==> src/rtl/seq_sched_pkg.sv <==
// Shared types and constants for the shared serial-detector scheduler.
// Holds the FSM state enum, default detector pattern and width helper.
package seq_sched_pkg;

  typedef enum logic [1:0] {
    IDLE   = 2'd0,
    SHIFT  = 2'd1,
    REPORT = 2'd2
  } state_t;

  localparam int                   DEF_PAT_W   = 4;
  localparam logic [DEF_PAT_W-1:0] DEF_PATTERN = 4'b1101;

  // Bits needed to index n items, never less than one.
  function automatic int width_of(input int n);
    int w;
    w = $clog2(n);
    return (w < 1) ? 1 : w;
  endfunction

endpackage

==> src/rtl/seq_det_core.sv <==
// Generic overlapping Mealy pattern detector, first-received bit is PATTERN[PAT_W-1].
// A fill mask blocks matches until PAT_W-1 real bits have arrived since the last clear.
module seq_det_core
  import seq_sched_pkg::*;
#(
  parameter int               PAT_W   = DEF_PAT_W,
  parameter logic [PAT_W-1:0] PATTERN = PAT_W'(DEF_PATTERN)
) (
  input  logic clk,
  input  logic n_reset,
  input  logic clr,
  input  logic en,
  input  logic d_in,
  output logic d_out
);

  localparam int HW = PAT_W - 1;

  logic [HW-1:0]    hist_p0;
  logic [HW-1:0]    vld_p0;
  logic [PAT_W-1:0] win;

  assign win   = {hist_p0, d_in};
  assign d_out = en && (&vld_p0) && (win == PATTERN);

  always_ff @(posedge clk or negedge n_reset) begin
    if (!n_reset) begin
      hist_p0 <= '0;
      vld_p0  <= '0;
    end else if (clr) begin
      hist_p0 <= '0;
      vld_p0  <= '0;
    end else if (en) begin
      hist_p0 <= win[HW-1:0];
      vld_p0  <= (vld_p0 << 1) | HW'(1);
    end
  end

endmodule

==> src/rtl/seq_det_scheduler.sv <==
// Arbitrates NUM_REQ requesters onto one serial detector and reports match counts.
// Build option SEQ_SCHED_FIXED_PRIO_EN: fixed priority (lowest index) instead of round-robin.
module seq_det_scheduler
  import seq_sched_pkg::*;
#(
  parameter int               NUM_REQ = 4,
  parameter int               WORD_W  = 8,
  parameter int               PAT_W   = DEF_PAT_W,
  parameter logic [PAT_W-1:0] PATTERN = PAT_W'(DEF_PATTERN),
  parameter int               ID_W    = width_of(NUM_REQ),
  parameter int               CNT_W   = width_of(WORD_W + 1)
) (
  input  logic                      clk,
  input  logic                      n_reset,
  input  logic [NUM_REQ-1:0]        req,
  input  logic [NUM_REQ*WORD_W-1:0] req_word,
  output logic [NUM_REQ-1:0]        grant,
  output logic                      busy,
  output logic                      ser_bit,
  output logic                      done,
  output logic [ID_W-1:0]           done_id,
  output logic [CNT_W-1:0]          match_cnt
);

  localparam int IDX_W = width_of(WORD_W);

  state_t            state_p0, state_nx;
  logic [WORD_W-1:0] word_p0;
  logic [WORD_W-1:0] win_word;
  logic [IDX_W-1:0]  idx_p0;
  logic [CNT_W-1:0]  cnt_p0, cnt_nx;
  logic [ID_W-1:0]   id_p0, win_id, pos;
  logic              any_req, accept, last_bit;
  logic              det_en, det_clr, det_hit;

  assign any_req  = |req;
  assign accept   = (state_p0 == IDLE) && any_req;
  assign last_bit = (state_p0 == SHIFT) && (idx_p0 == '0);
  assign cnt_nx   = cnt_p0 + CNT_W'(det_hit);

`ifdef SEQ_SCHED_FIXED_PRIO_EN
  always_comb begin
    win_id = '0;
    pos    = '0;
    for (int i = NUM_REQ - 1; i >= 0; i--) begin
      if (req[i]) win_id = ID_W'(i);
    end
  end
`else
  logic [ID_W-1:0] last_p0;

  // Scan from furthest to nearest after the last winner so the nearest hit lands last.
  always_comb begin
    win_id = '0;
    pos    = '0;
    for (int k = NUM_REQ; k >= 1; k--) begin
      pos = ID_W'((int'(last_p0) + k) % NUM_REQ);
      if (req[pos]) win_id = pos;
    end
  end

  always_ff @(posedge clk or negedge n_reset) begin
    if (!n_reset)    last_p0 <= ID_W'(NUM_REQ - 1);
    else if (accept) last_p0 <= win_id;
  end
`endif

  always_comb begin
    win_word = '0;
    for (int i = 0; i < NUM_REQ; i++) begin
      if (ID_W'(i) == win_id) win_word = req_word[i*WORD_W +: WORD_W];
    end
  end

  // FSM: state register
  always_ff @(posedge clk or negedge n_reset) begin
    if (!n_reset) state_p0 <= IDLE;
    else          state_p0 <= state_nx;
  end

  // FSM: next state
  always_comb begin
    state_nx = state_p0;
    case (state_p0)
      IDLE:    if (any_req) state_nx = SHIFT;
      SHIFT:   if (last_bit) state_nx = REPORT;
      REPORT:  state_nx = IDLE;
      default: state_nx = IDLE;
    endcase
  end

  // FSM: outputs
  always_comb begin
    busy    = (state_p0 != IDLE);
    det_en  = (state_p0 == SHIFT);
    det_clr = (state_p0 == IDLE);
    ser_bit = (state_p0 == SHIFT) ? word_p0[idx_p0] : 1'b0;
  end

  // Stage p0: job word capture (datapath, not reset; ser_bit is gated outside SHIFT)
  always_ff @(posedge clk) begin
    if (accept) word_p0 <= win_word;
  end

  // Stage p0: control, counters and result registers
  always_ff @(posedge clk or negedge n_reset) begin
    if (!n_reset) begin
      grant     <= '0;
      done      <= 1'b0;
      done_id   <= '0;
      match_cnt <= '0;
      idx_p0    <= '0;
      cnt_p0    <= '0;
      id_p0     <= '0;
    end else begin
      grant <= accept ? (NUM_REQ'(1) << win_id) : '0;
      done  <= last_bit;
      if (accept) begin
        idx_p0 <= IDX_W'(WORD_W - 1);
        cnt_p0 <= '0;
        id_p0  <= win_id;
      end else if (state_p0 == SHIFT) begin
        idx_p0 <= idx_p0 - 1'b1;
        cnt_p0 <= cnt_nx;
      end
      if (last_bit) begin
        done_id   <= id_p0;
        match_cnt <= cnt_nx;
      end
    end
  end

  seq_det_core #(
    .PAT_W  (PAT_W),
    .PATTERN(PATTERN)
  ) u_det (
    .clk    (clk),
    .n_reset(n_reset),
    .clr    (det_clr),
    .en     (det_en),
    .d_in   (ser_bit),
    .d_out  (det_hit)
  );

endmodule

==> config.mk <==
export PLATFORM = sky130hd
export DESIGN_NAME = seq_det_scheduler
export DESIGN_NICKNAME = d
export VERILOG_FILES = /design/src/rtl/seq_sched_pkg.sv /design/src/rtl/seq_det_core.sv /design/src/rtl/seq_det_scheduler.sv
export SDC_FILE = /design/constraint.sdc
export NUM_CORES = 1
export LEC_CHECK = 0
export CAP_MARGIN = 10
export CORE_MARGIN = 4
export CORE_UTILIZATION = 40
export CTS_CLUSTER_SIZE = 10
export DETAILED_ROUTE_END_ITERATION = 6
export GPL_ROUTABILITY_DRIVEN = 0
export GPL_TIMING_DRIVEN = 0
export PLACE_DENSITY_LB_ADDON = 0.1
export SLEW_MARGIN = 20
export SYNTH_ARGS = -nofsm -noshare
export SYNTH_HDL_FRONTEND = slang
export SYNTH_HIERARCHICAL = 1
export SYNTH_SLANG_ARGS = --single-unit
==> constraint.sdc <==
create_clock -name clk -period 2.9 [get_ports clk]
set_input_delay 0.58 -clock clk [delete_from_list [all_inputs] [get_ports clk]]
set_output_delay 0.58 -clock clk [all_outputs]
set_load 0.01 [all_outputs]
[Word-level counts from Yosys, hierarchy flattened]
Cells that the tools add are included.
Cells by class
  add/sub/neg operators: 6
  $lt $le $gt $ge: 5
  reduce and logical (&&, ||, !) cells: 13
  shift operators: 1
  mux-type cells: 31
  eq/ne operators: 7
Operators by type and width (number)
  $mux 8: 4
  $mux 3: 6
  $lt 2x3->1 const B: 4
  $mux 2: 6
  $mux 4: 3
  $bmux 1 s2: 4
  $mux 1: 6
  $reduce_bool 2->1: 3
  $add 2x1->2 const B: 2
  $add 2x2->2 const B: 2
  $add 4x1->4: 1
  $eq 2x2->1 const A: 2
  $eq 4x4->1 const B: 1
  $logic_and 1x1->1: 4
  $logic_not 2->1: 2
  $lt 3x4->1 const B: 1
  $ne 2x2->1 const B: 2
  $pmux 2 s2: 1
  $reduce_or 4->1: 1
  $shl 1x2->4 const A: 1
  $bmux 1 s3: 1
  $logic_not 3->1: 1
  $reduce_and 3->1: 1
  $sub 3x1->3 const B: 1
  3 further kinds: 3
Word-level totals
  word-level logic and storage cells: 75
  input port bits: 38
  output and inout port bits: 13
  register bits after elaboration: 38

[Depth between registers and ports, before layout]
Gate-level depths: netlist of run 1.
  depth in word-level cells: 12
  mapped depth: 11
  gate-level depth less buffers: 10

[Modules after synthesis]
Netlist of run 1, hierarchy kept.
By module, submodules not included
  seq_det_scheduler: seq. area each 843.3 um^2, area an instance 1610.3 um^2, cells an instance 157, instances 1
  seq_det_core: seq. area each 150.1 um^2, area an instance 256.5 um^2, cells an instance 22, instances 1

[Worst setup path after synthesis of run 1]
OpenSTA, ideal clock, no wires.
  kind: flip-flop to flip-flop
  start point: register idx_p0[0]
  end point: register match_cnt[1]
  required time: 2775 ps
  setup time: 125 ps
  stages on the path, launching flop included: 9
  path buffers: 0
  clock period less this slack: 2097 ps
  arrival: 1973 ps
  path slack: 803 ps
  cells stage by stage: dfrtp_1 > mux4_2 > mux2i_1 > nor2_1 > nand4_1 > nor2_1 > ha_1 > ha_1 > mux2_2
Between the ends
  cells in the longest elaborated chain, start to end: 6
  elaborated cells on any way between the ends: 8
  those cells by class: add/sub (1); eq/ne (1); mux (3); reduce/logical (3)
Ends and longest elaborated chain
  from (decl): RTL line seq_det_scheduler.sv:30  | logic [IDX_W-1:0] idx_p0;
  from (signal assigned): RTL line seq_det_scheduler.sv:119  | idx_p0 <= IDX_W'(WORD_W - 1);
  from (signal assigned): RTL line seq_det_scheduler.sv:123  | idx_p0 <= idx_p0 - 1'b1;
  $bmux 1 s3: RTL line seq_det_scheduler.sv:97  | ser_bit = (state_p0 == SHIFT) ? word_p0[idx_p0] : 1'b0;
  $mux 1 (not written as such): RTL line seq_det_scheduler.sv:97
  $mux 1: RTL line seq_det_scheduler.sv:97
  named net ser_bit: RTL line seq_det_scheduler.sv:19  | output logic ser_bit,
  $eq 4x4->1: RTL line seq_det_core.sv:24  | assign d_out = en && (&vld_p0) && (win == PATTERN);
  $logic_and 1x1->1: RTL line seq_det_core.sv:24
  named net det_hit: RTL line seq_det_scheduler.sv:34  | logic det_en, det_clr, det_hit;
  $add 4x1->4: RTL line seq_det_scheduler.sv:39  | assign cnt_nx = cnt_p0 + CNT_W'(det_hit);
  named net cnt_nx[1]: RTL line seq_det_scheduler.sv:31  | logic [CNT_W-1:0] cnt_p0, cnt_nx;
  to (signal assigned): RTL line seq_det_scheduler.sv:128  | match_cnt <= cnt_nx;
  to (decl): RTL line seq_det_scheduler.sv:22  | output logic [CNT_W-1:0] match_cnt
The timed path passes the listed nets, and every way through them passes these cells. The select of a mux whose other input is x is not followed.
A chain may end at the register's enable or synchronous reset.

[Final worst setup path of run 1]
  start point: register idx_p0[0]
  end point: output port ser_bit
Between the ends
  cells in the longest elaborated chain, start to end: 3
Ends and longest elaborated chain (RTL line)
  $bmux 1 s3: seq_det_scheduler.sv:97
  $mux 1 (not written as such): seq_det_scheduler.sv:97
  $mux 1: seq_det_scheduler.sv:97
  to (decl): seq_det_scheduler.sv:19
Every way passes these cells. The select of a mux whose other input is x is not followed.

==> results of run 1 <==
where the power goes:
part           switching [W]  total, W  internal [W]
clock network       0.000162  0.000332      0.000170
logic               0.000487  0.000977      0.000491
registers           0.000120  0.000894      0.000773
total               0.000769   0.00220       0.00143
synth_stat cells:
| cell type | count | area, um2 |
|---|---|---|
| a21boi_0 | 1 | 7.51 |
| a21oi_1 | 11 | 55.1 |
| a32oi_1 | 8 | 70.1 |
| and2_1 | 2 | 12.5 |
| and3_1 | 3 | 18.8 |
| buf_12 | 1 | 20.0 |
| buf_2 | 3 | 15.0 |
| buf_6 | 2 | 22.5 |
| clkbuf_1 | 3 | 11.3 |
| dfrtp_1 | 28 | 701 |
| dfstp_2 | 2 | 52.6 |
| edfxtp_1 | 8 | 240 |
| ha_1 | 4 | 50.1 |
| inv_1 | 5 | 18.8 |
| mux2_2 | 4 | 45.0 |
| mux2i_1 | 7 | 70.1 |
| mux4_2 | 2 | 45.0 |
| nand2_1 | 37 | 139 |
| nand2b_1 | 4 | 25.0 |
| nand3_1 | 3 | 15.0 |
| nand3b_1 | 1 | 7.51 |
| nand4_1 | 1 | 6.26 |
| nand4b_1 | 1 | 8.76 |
| nor2_1 | 18 | 67.6 |
| nor2b_1 | 1 | 6.26 |
| nor2b_2 | 1 | 8.76 |
| nor3_1 | 1 | 5.00 |
| nor4_1 | 1 | 6.26 |
| o211a_1 | 1 | 10.0 |
| o211ai_1 | 1 | 7.51 |
| o211ai_2 | 1 | 12.5 |
| o21a_1 | 1 | 7.51 |
| o21ai_0 | 6 | 30.0 |
| o21ai_1 | 1 | 5.00 |
| o21ai_2 | 1 | 8.76 |
| o22a_1 | 1 | 8.76 |
| xnor2_1 | 2 | 17.5 |
| xor2_1 | 1 | 8.76 |
layout by cell type (no fill, tap or decap), types with 3 or more instances in the layout:
cell             netlist  routed
mux2_2                 4       4
nand2b_1               4       4
clkdlybuf4s50_1        0      49
nand3_1                3       3
ha_1                   4       4
buf_2                  3       4
a21oi_1               11      11
a32oi_1                8       8
nand2_1               37      37
mux2i_1                7       7
dfrtp_1               28      28
clkbuf_1               3       6
and3_1                 3       3
edfxtp_1               8       8
inv_1                  5       5
clkbuf_8               0       5
o21ai_0                6       6
nor2_1                18      18
state kept, by name, indices dropped and copies added, names as in the netlist:
signal and flops:
u_det/hist_p0 3, state_p0 2, last_p0 2, word_p0 8, done 1, done_id 2
match_cnt 4, grant 4, u_det/vld_p0 3, idx_p0 3, cnt_p0 4, id_p0 2
cells by family after synthesis:
logic type / after synthesis
AO/OA/AOI/OAI: 33
buffers and inverters: 14
AND/OR/NAND/NOR: 74
flip-flops: 38
multiplexers: 13
XOR/XNOR: 3
adder cells (fa/ha/maj): 4
per-stage QoR:
stage	std cells	total power (W)	hold slack (ns)	area (um2)
5_1_grt	289	0.00237	0.363	2510
3_3_place_gp	281	0.00186	0.471	2430
2_1_floorplan	179	0.00152	0.284	1870
4_1_cts	289	0.00223	0.334	2510
3_5_place_dp	281	0.00189	0.478	2430
6_report	289	0.00220	0.320	2510
cell type report:
cell class	instances	share of cell area, %
inverter	5	0.749
multi-input combinational	127	31.3
clock buffer	8	3.19
timing repair buffer	50	19.8
buffer	9	2.74
sequential	38	39.6
tap	52	2.59
how the worst max path moves through the flow:
stage,startpoint,endpoint,cells past startpoint
2_1_floorplan,idx_p0[0],match_cnt[1],8
4_1_cts,idx_p0[0],ser_bit,4
3_5_place_dp,req[3],word_p0[0],7
3_3_place_gp,req[3],word_p0[0],7
6_report,idx_p0[0],ser_bit,4
5_1_grt,idx_p0[0],ser_bit,4
worst reg2reg max path: stages (launching register included):
cell      delay (ns)
dfrtp_1         0.37
nand2b_1        0.24
inv_1           0.10
clkbuf_1        0.36
buf_6           0.21
nand4_1         0.09
nor2_1          0.11
ha_1            0.18
ha_1            0.24
mux2_2          0.27
per-layer routing:
metal	up-vias	global-route usage, %	wire length [um]
li1	739	-	-
met1	701	16.6	1680
met2	56	23.6	1910
met3	4	3.66	246
met4	0	5.43	46
met5	-	0	0
==> reports/metrics.cfg, run 1 <==
[outcome]
status=complete, no violations

[min_path]
holdCritPathClass=primary input to async pin

[cells_and_area]
fin_nets=278
fin_util_pct=56.4
drive_above_1_share_pct=9.70
regArea_um2=993
diodes=0
area_growth_pct=34.3
multi_input_area_um2=786
nFillCells=385

[timing]
post-route-min-period_ns=2.57
max_freq_mhz=388
fin_crit_sh_pct=88.8
fin_ws_ns=0.325
slew-limit-headroom_pct=56.5
finalHoldViolCount=0
tns_ns=0
setup_viol=0
drv_slew=0
clock-skew-final_ns=0.00612
worstMarginPinSlew_ns=0.653
rsz0062_at_grt=false

[critical_path]
start_kind=flop
crit_type=flop to output port
regToRegEndpoint=match_cnt[1]
cp.required_ns=2.32
path_cells=mux4_2 > mux2i_1 > nor2_1 > clkdlybuf4s50_1
cp_slowest_cell=mux4_2
critPathBufInv=1
r2r_start=state_p0[1]
critPathMaxFanout=4
crit_arrival_ns=1.99
rrSetupSlack_ns=0.62
reg2reg_depth=9
endpoint_kind=output port
max_stage_delay_ns=0.53
crit_family=multiplexers

[die]
pin_count=51
dieArea_um2=5820
die_h_um=76.3
rows=24
die_w_um=76.3
core_um2=4440
initial_core_util_pct=42.0

[clocking]
cts_tree=yes
cts_made_buffers=5
clockBufferDepth=2
cts_resized=0
postCtsSetupBuffers=0
cts_hold_buf=0
cts.sinks=38
clkLatencyLatePin_ns=0.28
h-tree-depth=2
cts_root_buffer=clkbuf_8
clkTransAtPathRegs_ns=0.07

[synth]
yosysSeqAreaShare_pct=53.2
ys_warn_count=6
synth_seq_cells=38
synthAdderAreaFrac_pct=2.68
muxShareOfSynthArea_pct=8.58
synthSimpleGateAreaFrac_pct=17.5
synth_area_um2=1870
synth_area_per_cell_um2=10.4
synth_fp_nets=221
ys_types=38
synth-xor-area-share_pct=1.41
synth_top_family_by_area=simple AND/OR/NAND/NOR gates
synthCells=179
synth_compound_area_share_pct=11.9

[place]
post-place-ws_ns=0.462
portBuffers=50
hpwl_um=3040

[routing]
drtPass1Iterations=4
drt_iter0_markers=51
drc=0
via_per_inst=5.19
postRouteAntennaNets=0
post_drt_wl_per_cell_um=13.5
vias=1500
wl_um=3890

[grt]
grt_pass1_vias=1477
grt_pass1_wl_um=6520
grt_remaining_overflow=0
grt_max_degree=31
antenna_found_initial=0
grt_usage_pct=13.8

[pwr]
ir_worst_vdd_v=0.000405
powerDensity_nw_per_um2=879
p_leak_nw=1.09

[run]
cap_violations=0

(Power assumes the default switching activity.)
==> run 2: changes to the inputs <==
--- a/config.mk
+++ b/config.mk
@@ -10,6 +10,7 @@
 export CORE_UTILIZATION = 40
 export CTS_CLUSTER_SIZE = 10
 export DETAILED_ROUTE_END_ITERATION = 6
+export DONT_BUFFER_PORTS = 1
 export GPL_ROUTABILITY_DRIVEN = 0
 export GPL_TIMING_DRIVEN = 0
 export PLACE_DENSITY_LB_ADDON = 0.1
==> run 2 against run 1 <==
Combinational power fell by 22%. Total power fell by 4.9%. Cell area fell by 18%. First-iteration DRC count rose by 2.0%. Clock skew fell by 0.0012 ns. Routed wire length fell by 5.9%. Hold slack got worse by 0.21 ns. Sequential share of layout area rose by 8.6 points. Die area did not move.
==> reports/metrics.cfg, run 2 (synthesis gave the netlist of run 1 again) <==
[timing]
post-route-min-period_ns=2.30  ; -0.274 ns
finalHoldViolCount=0  ; unchanged
tns_ns=0  ; unchanged
slew-limit-headroom_pct=62.4  ; +6.0 points
fin_crit_sh_pct=79.3  ; -9.4 points
clock-skew-final_ns=0.00496  ; -0.00116 ns
rsz0062_at_grt=false
timing.hold.ws_ns=0.112  ; -0.208 ns
max_freq_mhz=435  ; +12%
drv_slew=0  ; unchanged
worstMarginPinSlew_ns=0.561  ; -0.0914 ns
setup_viol=0  ; unchanged

[outcome]
status=complete, no violations

[cells_and_area]
area_growth_pct=10.5
diodes=0  ; unchanged
fin_nets=229  ; -18%
layout_common_cells=nand2_1, dfrtp_1, nor2_1
largest_reg_flops=8  ; unchanged
layout_commonest_cell=nand2_1
regMostFlops=word_p0
drive_above_1_share_pct=13.8  ; +4.1 points

[clocking]
h-tree-depth=2  ; unchanged
postCtsSetupBuffers=0  ; unchanged
clkTransAtPathRegs_ns=0.07  ; about the same
cts_root_buffer=clkbuf_8
cts.sinks=38  ; unchanged
clkLatencyLatePin_ns=0.28  ; about the same
cts_tree=yes
cts_made_buffers=5  ; unchanged
cts_resized=0  ; unchanged
clockBufferDepth=2  ; unchanged

[die]
pin_count=51  ; unchanged
die_w_um=76.3  ; unchanged
die_h_um=76.3  ; unchanged
rows=24  ; unchanged
dieArea_um2=5820  ; unchanged
core_um2=4440  ; unchanged
initial_core_util_pct=42.0  ; unchanged

[critical_path]
cp_common_cell=ha_1
path_cells=nand2b_1 > inv_1 > clkbuf_1 > buf_6 > nand4_1 > nor2_1 > ha_1 > ha_1 > mux2_2
startpoint=state_p0[1]
cp_slowest_cell=dfrtp_1
regToRegEndpoint=match_cnt[1]
critPathBufInv=3  ; +2
critPathMaxFanout=10  ; +6
reg2reg_depth=9  ; unchanged
crit_type=flop to flop
crit_arrival_ns=2.46  ; +0.47 ns
endpoint_kind=flop
cp.required_ns=3.06  ; +0.74 ns
rrSetupSlack_ns=0.60  ; -0.02 ns
crit_family=buffers and inverters
r2r_start=state_p0[1]
max_stage_delay_ns=0.38  ; -0.15 ns
start_kind=flop

[routing]
wl_um=3660  ; -5.9%
drtPass1Iterations=4  ; unchanged
drt_iter0_markers=52  ; +2.0%
vias=1321  ; -12%
postRouteAntennaNets=0  ; unchanged
via_per_inst=5.50  ; +6.0%
post_drt_wl_per_cell_um=15.3  ; +13%
drc=0  ; unchanged

[grt]
grt_pass1_vias=1382  ; -6.4%
grt_remaining_overflow=0  ; unchanged
grt_max_degree=29  ; -6.5%
grt_pass1_wl_um=6320  ; -3.1%
antenna_found_initial=0  ; unchanged
grt_usage_pct=13.6  ; -0.21 points

[pwr]
powerDensity_nw_per_um2=1020  ; +16%
p_leak_nw=0.926  ; -15%
ir_worst_vdd_v=0.000459  ; +14%
totalPowerFinal_w=0.00209  ; -4.9%

[place]
portBuffers=0  ; -100%
hpwl_um=2840  ; -6.6%

[run]
cap_violations=0  ; unchanged

[min_path]
holdCritPathClass=primary input to async pin

[run 2: metal layers]
| metal | wire length [um] | vias up | GRT usage (%) |
|---|---|---|---|
| met5 | 0 | - | 0 |
| met1 | 1660 | 634 | 16.2 |
| li1 | - | 642 | - |
| met3 | 197 | 2 | 5.08 |
| met2 | 1760 | 43 | 22.2 |
| met4 | 36 | 0 | 5.43 |
[run 2: repair_timing]
item	4_1_cts	5_1_grt
setup endpoints to repair	0	0
hold buffers	1	0
hold endpoints to repair	28	0
[run 2: cell type report]
cell class                 count  area (um2)
clock buffer                   8         110
tap                           52        65.1
buffer                         9        68.8
multi-input combinational    127         786
inverter                       5        18.8
fill                         427        2380
sequential                    38         993
timing repair buffer           1        20.0
[run 2: worst max-delay path by stage]
stage	slack, ns	endpoint	depth (start not counted)
final	0.60	match_cnt[1]	9
after global routing	0.42	match_cnt[1]	8
after CTS	0.56	match_cnt[1]	9
after detailed placement	0.58	match_cnt[1]	9
after global placement	0.60	match_cnt[1]	9
after floorplan	0.80	match_cnt[1]	8
[run 2: power by group]
| group | switching (W) | internal, W | total, W |
|---|---|---|---|
| clock | 0.000166 | 0.000240 | 0.000406 |
| sequential | 0.000149 | 0.000774 | 0.000922 |
| combinational | 0.000426 | 0.000341 | 0.000766 |
[run 2: through the flow]
step / utilization (%) / cell area (um2) / instances / setup slack, ns
2_1_floorplan: - / 1870 / 179 / 0.803
3_3_place_gp: 43.5 / 1930 / 231 / 0.601
3_5_place_dp: 43.5 / 1930 / 231 / 0.579
4_1_cts: 46.4 / 2060 / 240 / 0.563
5_1_grt: 46.4 / 2060 / 240 / 0.418
6_report: 46.4 / 2060 / 240 / 0.599
==> run 3: changes to the inputs <==
==> constraint.sdc (replaced) <==
create_clock -name clk -period 2.3 [get_ports clk]
set_input_delay 0.46 -clock clk [delete_from_list [all_inputs] [get_ports clk]]
set_output_delay 0.46 -clock clk [all_outputs]
set_load 0.01 [all_outputs]
==> run 3 against run 2 <==
Via count grew 1.6%. Critical path type unchanged. Register-to-register slack lost 0.46 ns. Total power grew 30%. Critical endpoint unchanged. Hold slack gained 0.33 ns. Largest power group unchanged. Fmax grew 6.3%. Sequential cell count is the same. Clock skew is essentially flat. Cell count grew 0.83%. Largest cell class unchanged. Routed wire length grew 1.3%. Sequential power grew 27%.
==> reports/metrics.cfg, run 3 (synthesis gave the netlist of run 1 again) <==
[die]
core_um2=4440  ; unchanged
pin_count=51  ; unchanged
die_h_um=76.3  ; unchanged
rows=24  ; unchanged
die_w_um=76.3  ; unchanged
dieArea_um2=5820  ; unchanged
initial_core_util_pct=42.0  ; unchanged

[clocking]
cts.sinks=38  ; unchanged
cts_made_buffers=5  ; unchanged
h-tree-depth=2  ; unchanged
clkTransAtPathRegs_ns=0.07  ; about the same
clkLatencyLatePin_ns=0.28  ; about the same
cts_tree=yes
cts_root_buffer=clkbuf_8
clockBufferDepth=2  ; unchanged

[critical_path]
path_cells=mux4_2 > mux2i_4 > nor2_4 > nand4_1 > nor2_1 > ha_1 > ha_4 > mux2_2
crit_arrival_ns=2.33  ; -0.13 ns
cp_slowest_cell=mux4_2
critPathMaxFanout=4  ; -6
max_stage_delay_ns=0.54  ; +0.16 ns
endpoint_kind=flop
start_kind=flop
cp.required_ns=2.47  ; -0.59 ns
crit_type=flop to flop

[cells_and_area]
layout_common_cells=nand2_1, dfrtp_1, nor2_1
regMostFlops=word_p0
nFillCells=419  ; -1.9%
regArea_um2=995  ; +0.13%
drive_above_1_share_pct=16.8  ; +3.0 points
area_growth_pct=13.5
largest_reg_flops=8  ; unchanged
fin_nets=231  ; +0.87%
design_area_um2=2120  ; +2.8%
diodes=0  ; unchanged
layout_commonest_cell=nand2_1
multi_input_area_um2=818  ; +4.1%

[routing]
wl_met3_um=244  ; +24%
wirelength_met1_um=1650  ; -0.96%
wl_um=3710  ; +1.3%
vias=1342  ; +1.6%
post_drt_wl_per_cell_um=15.3  ; +0.42%
postRouteAntennaNets=0  ; unchanged
drtPass1Iterations=4  ; unchanged
drc=0  ; unchanged
drt_iter0_markers=75  ; +44%
wl_met2_um=1780  ; +0.79%
via_per_inst=5.55  ; +0.75%
route.top_layer_used=met4

[pwr]
p_leak_nw=0.932  ; +0.69%
powerDensity_nw_per_um2=1290  ; +27%
switchingPower_w=0.000972  ; +31%
pwr-share-comb_pct=38.3  ; +1.7 points
ir_worst_vdd_v=0.000580  ; +26%
clock_power_share_pct=18.8  ; -0.6 points
seqPwrFrac_pct=42.9  ; -1.1 points
switching_share_pct=35.7  ; +0.33 points
p_int_w=0.00175  ; +29%

[grt]
grt_pass1_wl_um=6380  ; +0.98%
grt_remaining_overflow=0  ; unchanged
grt_max_degree=29  ; unchanged
grt_pass1_vias=1382  ; unchanged
antenna_found_initial=0  ; unchanged
grt_usage_pct=13.7  ; +0.13 points

[timing]
setup_viol=0  ; unchanged
drv_slew=0  ; unchanged
rsz0062_at_grt=false
post-route-min-period_ns=2.17  ; -0.135 ns
clock-skew-final_ns=0.00455  ; -0.000409 ns
finalHoldViolCount=0  ; unchanged
fin_crit_sh_pct=94.1  ; +15 points
tns_ns=0  ; unchanged
worstMarginPinSlew_ns=0.551  ; -0.00998 ns
max_freq_mhz=462  ; +6.3%
timing.hold.ws_ns=0.439  ; +0.327 ns
slew-limit-headroom_pct=63.1  ; +0.67 points

[place]
hpwl_um=2840  ; unchanged
placed_area_um2=1930  ; unchanged
portBuffers=0  ; unchanged

[run]
cap_violations=0  ; unchanged

[min_path]
holdCritPathClass=primary input to flop

[outcome]
status=complete, no violations

## run 3: cell type report
cell class | instances | share of cell area (%)
Sequential cell | 38 | 46.9
Clock buffer | 8 | 5.19
Inverter | 5 | 0.885
Multi-Input combinational cell | 127 | 38.6
Tap cell | 52 | 3.07
Buffer | 8 | 3.07
Timing Repair Buffer | 4 | 2.24
## run 3: path summary, 6_finish.rpt
path / cells after the start / end / from / slack (ns)
setup reg to reg: 8 / match_cnt[1] / idx_p0[0] / 0.13
setup / recovery: 8 / match_cnt[1] / idx_p0[0] / 0.13
max in group asynchronous: 2 / idx_p0[0] / n_reset / 1.52
hold reg to reg: 2 / id_p0[1] / id_p0[1] / 0.47
hold / removal: 2 / word_p0[4] / req_word[4] / 0.44
min in group asynchronous: 2 / u_det/hist_p0[0] / n_reset / 0.62
## run 3: worst max-delay path, delay by kind of cell, from the launching register on
family                   cells  cell delay (ns)
AND/OR/NAND/NOR              3             0.20
multiplexers                 3             0.98
adder cells (fa/ha/maj)      2             0.45
flip-flops                   1             0.41
## run 3: per-stage QoR
stage	util (%)	power (W)	cells	setup slack (ns)
after floorplan	-	0.00192	179	0.203
after global placement	43.5	0.00210	231	0.00107
after detailed placement	43.5	0.00215	231	-0.0210
after CTS	46.6	0.00269	240	0.00356
after global routing	47.7	0.00296	242	0.0286
final	47.7	0.00272	242	0.135
## run 3: timing repair
item | in CTS | in global routing
resized for setup | 1 | 6
setup endpoints to repair | 1 | 5
hold endpoints to repair | 28 | 2
setup buffers | 0 | 1
hold buffers | 2 | 1
## run 3: power by group through the flow
stage	logic [W]	clock network [W]	registers (W)
6_report	0.00104	0.000511	0.00117
5_1_grt	0.00118	0.000573	0.00121
4_1_cts	0.000989	0.000534	0.00117
3_5_place_dp	0.000970	0	0.00118
3_3_place_gp	0.000931	0	0.00117
2_1_floorplan	0.000789	0	0.00113
## run 3: layer usage
| layer | track usage, % | up-vias |
|---|---|---|
| li1 | - | 649 |
| met1 | 16.5 | 639 |
| met2 | 22.3 | 52 |
| met3 | 5.08 | 2 |
| met4 | 5.43 | 0 |
| met5 | 0 | - |
